===== config.mk =====
export PLATFORM = sky130hd
export DESIGN_NAME = spram_initiator
export DESIGN_NICKNAME = d
export VERILOG_FILES = /design/src/rtl/spram_initiator_pkg.sv /design/src/rtl/spram_byte_merge.sv /design/src/rtl/spram_initiator.sv
export SDC_FILE = /design/constraint.sdc
export NUM_CORES = 1
export LEC_CHECK = 0
export BUFFER_PORTS_ARGS = -buffer_cell sky130_fd_sc_hd__buf_2
export CORE_MARGIN = 3
export CORE_UTILIZATION = 30
export CTS_CLUSTER_SIZE = 24
export DETAILED_ROUTE_END_ITERATION = 7
export GPL_TIMING_DRIVEN = 0
export SYNTH_ARGS = -nofsm -noshare
export SYNTH_HDL_FRONTEND = slang
export SYNTH_HIERARCHICAL = 1
export SYNTH_SLANG_ARGS = --single-unit

===== constraint.sdc =====
create_clock -name clk -period 2.55 [get_ports clk]
set_input_delay 0 -clock clk [delete_from_list [all_inputs] [get_ports clk]]
set_output_delay 0 -clock clk [all_outputs]
set_load 0.1 [all_outputs]

===== src/rtl/spram_initiator_pkg.sv =====
// Shared definitions for the SPRAM initiator and its helpers.
//   ADDR_W / DATA_W : default byte-address and data widths of the SPRAM wrapper
//   SB              : byte strobes per data word
//   STRB_FULL       : strobe pattern of a whole-word store
//   state_t         : initiator FSM states
package spram_initiator_pkg;

    localparam int ADDR_W = 15;
    localparam int DATA_W = 32;
    localparam int SB     = DATA_W / 8;

    localparam logic [SB-1:0] STRB_FULL = {SB{1'b1}};

    typedef enum logic [2:0] {
        ST_IDLE,
        ST_RD,        // read pulse on the SPRAM (load or first half of RMW)
        ST_RD_WAIT,   // load waiting for rd_valid
        ST_WR,        // write pulse on the SPRAM
        ST_RMW_WAIT,  // partial store waiting for the old word
        ST_RESP       // single-cycle response
    } state_t;

endpackage


===== src/rtl/spram_byte_merge.sv =====
// Combinational byte-lane merge: each lane of the result comes from new_word
// when its strobe is set, otherwise from old_word. Shared with the cache fill path.
//   old_word : word currently held in memory
//   new_word : incoming store data, lanes aligned to the word
//   strb     : one enable per byte lane
//   merged   : resulting word
module spram_byte_merge
    import spram_initiator_pkg::*;
#(
    parameter int W = DATA_W
) (
    input  logic [W-1:0]   old_word,
    input  logic [W-1:0]   new_word,
    input  logic [W/8-1:0] strb,
    output logic [W-1:0]   merged
);

    // NOTE: the default assignment comes first so every path assigns merged and no latch is inferred.
    always_comb begin
        merged = old_word;
        for (int i = 0; i < W / 8; i++) begin
            if (strb[i]) begin
                merged[i*8 +: 8] = new_word[i*8 +: 8];
            end
        end
    end

endmodule


===== src/rtl/spram_initiator.sv =====
// Bus-side initiator for the single-port SPRAM wrapper. Takes one load/store at
// a time and drives the SPRAM pins; sub-word stores run as read-modify-write
// because the SPRAM write mask is fixed at all-ones.
//   clk, rst_n            : clock, asynchronous active-low reset
//   req_valid/req_ready   : request handshake (ready only while idle)
//   req_we/addr/wstrb/wdata : request fields, latched at acceptance
//   rsp_valid/rsp_rdata   : one-cycle completion pulse, load data
//   mem_rd_en/mem_wr_en   : one-cycle SPRAM access pulses
//   mem_addr/mem_wr_data  : SPRAM address (word aligned) and write data
//   mem_rd_data/mem_rd_valid : SPRAM read return
module spram_initiator
    import spram_initiator_pkg::*;
#(
    parameter int AW = ADDR_W,
    parameter int W  = DATA_W
) (
    input  logic              clk,
    input  logic              rst_n,
    input  logic              req_valid,
    output logic              req_ready,
    input  logic              req_we,
    input  logic [AW-1:0]     req_addr,
    input  logic [W/8-1:0]    req_wstrb,
    input  logic [W-1:0]      req_wdata,
    output logic              rsp_valid,
    output logic [W-1:0]      rsp_rdata,
    output logic              mem_rd_en,
    output logic              mem_wr_en,
    output logic [AW-1:0]     mem_addr,
    output logic [W-1:0]      mem_wr_data,
    input  logic [W-1:0]      mem_rd_data,
    input  logic              mem_rd_valid
);

    localparam int NB = W / 8;

    state_t          state, state_d;
    logic            accept;
    logic            we_q;
    logic [NB-1:0]   strb_q;
    logic [W-1:0]    wdata_q;
    logic [W-1:0]    merged;
    logic            unused_addr_bits;

    // Byte offset within the word has no meaning to a word-wide SPRAM.
    assign unused_addr_bits = ^req_addr[1:0];

    assign req_ready = (state == ST_IDLE);
    assign accept    = req_valid & req_ready;

    spram_byte_merge #(.W(W)) u_merge (
        .old_word (mem_rd_data),
        .new_word (wdata_q),
        .strb     (strb_q),
        .merged   (merged)
    );

    always_comb begin
        state_d = state;
        unique case (state)
            ST_IDLE: begin
                if (req_valid) begin
                    if (!req_we)           state_d = ST_RD;
                    else if (&req_wstrb)   state_d = ST_WR;
                    else if (|req_wstrb)   state_d = ST_RD;   // partial: fetch old word first
                    else                   state_d = ST_RESP; // empty store: nothing to touch
                end
            end
            ST_RD:       state_d = we_q ? ST_RMW_WAIT : ST_RD_WAIT;
            ST_RD_WAIT:  if (mem_rd_valid) state_d = ST_RESP;
            ST_RMW_WAIT: if (mem_rd_valid) state_d = ST_WR;
            ST_WR:       state_d = ST_RESP;
            ST_RESP:     state_d = ST_IDLE;
            default:     state_d = ST_IDLE;
        endcase
    end

    // NOTE: sequential state uses non-blocking assignments so every register samples pre-edge values.
    always_ff @(posedge clk or negedge rst_n) begin
        if (!rst_n) begin
            state       <= ST_IDLE;
            we_q        <= 1'b0;
            strb_q      <= '0;
            wdata_q     <= '0;
            rsp_valid   <= 1'b0;
            rsp_rdata   <= '0;
            mem_rd_en   <= 1'b0;
            mem_wr_en   <= 1'b0;
            mem_addr    <= '0;
            mem_wr_data <= '0;
        end else begin
            state <= state_d;

            // Pulses are decoded from the next state so they appear in the
            // very cycle the FSM sits in the issuing state, from a flop.
            mem_rd_en <= (state_d == ST_RD);
            mem_wr_en <= (state_d == ST_WR);
            rsp_valid <= (state_d == ST_RESP);

            if (accept) begin
                we_q     <= req_we;
                strb_q   <= req_wstrb;
                wdata_q  <= req_wdata;
                mem_addr <= {req_addr[AW-1:2], 2'b00};
                if (req_we && (&req_wstrb)) begin
                    mem_wr_data <= req_wdata;
                end
            end

            if (state == ST_RMW_WAIT && mem_rd_valid) begin
                mem_wr_data <= merged;
            end

            if (state == ST_RD_WAIT && mem_rd_valid) begin
                rsp_rdata <= mem_rd_data;
            end
        end
    end

endmodule


==> flow_metrics.py <==
metrics = {
    "detailed_routing": {
        "drt-total-wl_um": 15500,
        "first_iter_violations": 116,
        "drtPass1Iterations": 4,
        "viasPerCell": 4.62,
        "vias": 4297,
        "wl_per_cell_um": 16.7,
        "drc": 0,
        "antenna_left": 0,
    },
    "placement": {
        "place_hpwl_um": 10500,
        "io_buffers": 166,
        "dp_worst_setup_slack_ns": 0.0956,
        "routabilityCongestion": 0.787,
    },
    "synthesis": {
        "ys_seq_elements": 120,
        "synth_seq_area_share_pct": 56.3,
        "syn_avg_cell_area_um2": 12.6,
        "yosysWarnings": 6,
        "syn_inst": 422,
        "synthDistinctLibCells": 28,
        "mappedNetlistArea_mm2": 0.00533,
    },
    "run": {
        "drv_cap": 0,
    },
    "setup_path": {
        "cp.arrival_ns": 2.60,
        "worst-setup-path-type": "flip-flop to flip-flop",
        "critPathRequiredTime_ns": 2.81,
        "cp_max_fo": 10,
        "startpoint_type": "flip-flop",
        "crit_path_end_kind": "flip-flop",
    },
    "floorplan": {
        "die-area_mm2": 0.0194,
        "fp-row-count": 48,
        "initial_utilization_pct": 30.7,
        "io_pins": 171,
        "core_area_mm2": 0.0174,
        "die_w_um": 139,
        "die_h_um": 139,
    },
    "clock_network": {
        "hold_buffers": 84,
        "clock_path_buffers": 2,
        "htree_levels": 4,
        "cts_sinks": 120,
        "cts_tree": "yes",
        "insertion_delay_ns": 0.41,
        "clkTransAtPathRegs_ns": 0.05,
        "root_buffer": "clkbuf_16",
        "cts_resized": 0,
        "cts_made_buffers": 17,
        "post-cts-setup-buffer-count": 0,
    },
    "sta": {
        "layout_setup_ws_ns": 0.210,
        "worst_pin_slew_ns": 0.621,
        "whs_ns": 0.0673,
        "finalCritPeriodShare_pct": 91.8,
        "hold_viol": 0,
        "rsz0062_at_grt": "false",
        "max_slew_margin_pct": 58.6,
        "clock.fmax_mhz": 427,
        "setup_viol": 0,
        "finalMaxSlewViolations": 0,
        "period_minus_slack_ns": 2.34,
        "skew_ns": 0.0132,
    },
    "cells_and_area": {
        "fin_nets": 781,
        "area.growth.synth_to_final_pct": 48.6,
        "drive_above_1_share_pct": 46.1,
        "fillCellCount": 1598,
        "diodes": 0,
    },
    "global_routing": {
        "grt_antenna_before_repair": 0,
        "grt_max_degree": 84,
        "gr-total-overflow": 0,
        "grt_pass1_wl_um": 25000,
        "grt_usage_pct": 16.3,
        "grt_pass1_vias": 4694,
    },
    "min_path": {
        "hold_class": "input port to asynchronous set/reset pin",
    },
    "run_status": {
        "status": "complete, no violations",
    },
}
## kinds of logic (layout without fill, tap and decap cells)
group	Yosys count	count (layout)	share of synthesized area, %
DFF	120	120	56.3
and+or+nand+nor	115	115	9.34
other	1	2	0.0703
buffers and inverters	32	314	3.29
muxes	114	114	26.3
AOI/OAI and AO/OA	40	40	4.65
## routing by layer
metal  GRT usage (%)  up-vias  routed length, um
met5               0        -                  0
met4            5.41        0                205
met3            4.05       16                792
met2            27.8      135               7680
met1            20.1     2134               6830
li1                -     2012                  -
## worst max-delay path: stages, from the launching register on
cell and delay (ns):
dfrtp_1 0.36, clkbuf_1 0.21, nor4b_4 0.51, nand3_1 0.43
clkbuf_1 0.40, nand2_1 0.17, a31oi_1 0.10
## cells in the final DEF, fill, tap and decap left out, drive strengths merged, types with 3 or more instances in the layout
master	Yosys	layout
nand2	67	67
clkinv	0	7
o21ai	4	4
bufinv	0	3
mux2	114	114
nor2	33	33
clkbuf	11	32
dlygate4sd3	0	84
dfrtp	120	120
a31oi	32	32
buf	21	188
nor3b	4	4
## final timing paths
kind	from	endpoint	depth (start not counted)	slack, ns
min in group clk	req_valid	state[0]	4	0.09
worst min-delay path	rst_n	wdata_q[23]	2	0.07
worst min register to register	rsp_rdata[20]	rsp_rdata[20]	1	0.48
max in group asynchronous	rst_n	mem_wr_data[3]	3	1.75
worst max-delay path	state[2]	mem_wr_data[22]	6	0.21
worst max register to register	state[2]	mem_wr_data[22]	6	0.21
## registers in the layout, indices dropped and copies added (netlist names), 3 cells and up
| signal | cells |
|---|---|
| mem_wr_data | 32 |
| strb_q | 4 |
| mem_addr | 13 |
| wdata_q | 32 |
| state | 3 |
| rsp_rdata | 32 |
## per-stage QoR
step           TNS, ns  area (um^2)  std cells  utilization (%)
2_1_floorplan        0         5340        423                -
3_3_place_gp     -8.81         6450        814             37.2
3_5_place_dp         0         6490        815             37.4
4_1_cts              0         7920        930             45.6
5_1_grt              0         7920        930             45.6
6_report             0         7920        930             45.6
## synthesized netlist by cell type, drive strengths merged
master	n	area [um^2]
a311o	1	10.0
nand3	1	5.00
a31oi	32	200
mux2	114	1400
and3	1	6.26
nor2	33	124
and2	1	6.26
nor3	1	5.00
nor4bb	1	10.0
and4	1	8.76
o21ai	4	20.0
nand2	67	251
buf	21	134
and3b	1	8.76
nor4	1	6.26
conb	1	3.75
a21oi	2	10.0
nor4b	1	23.8
nor2b	2	12.5
clkbuf	11	41.3
dfrtp	120	3000
o211ai	1	7.51
nor3b	4	30.0
## final cells by class
class / count / area (um^2) / area share (%)
buffer: 32 / 175 / 2.21
clock buffer: 21 / 470 / 5.94
clock inverter: 10 / 125 / 1.58
multi-input combinational: 271 / 2160 / 27.3
sequential: 120 / 3000 / 37.9
tap: 225 / 282 / 3.55
timing repair buffer: 251 / 1710 / 21.5
Power is left out: the tool's default activity adds up to more than one toggle a clock period on the data nets, which glitch-free logic cannot reach.
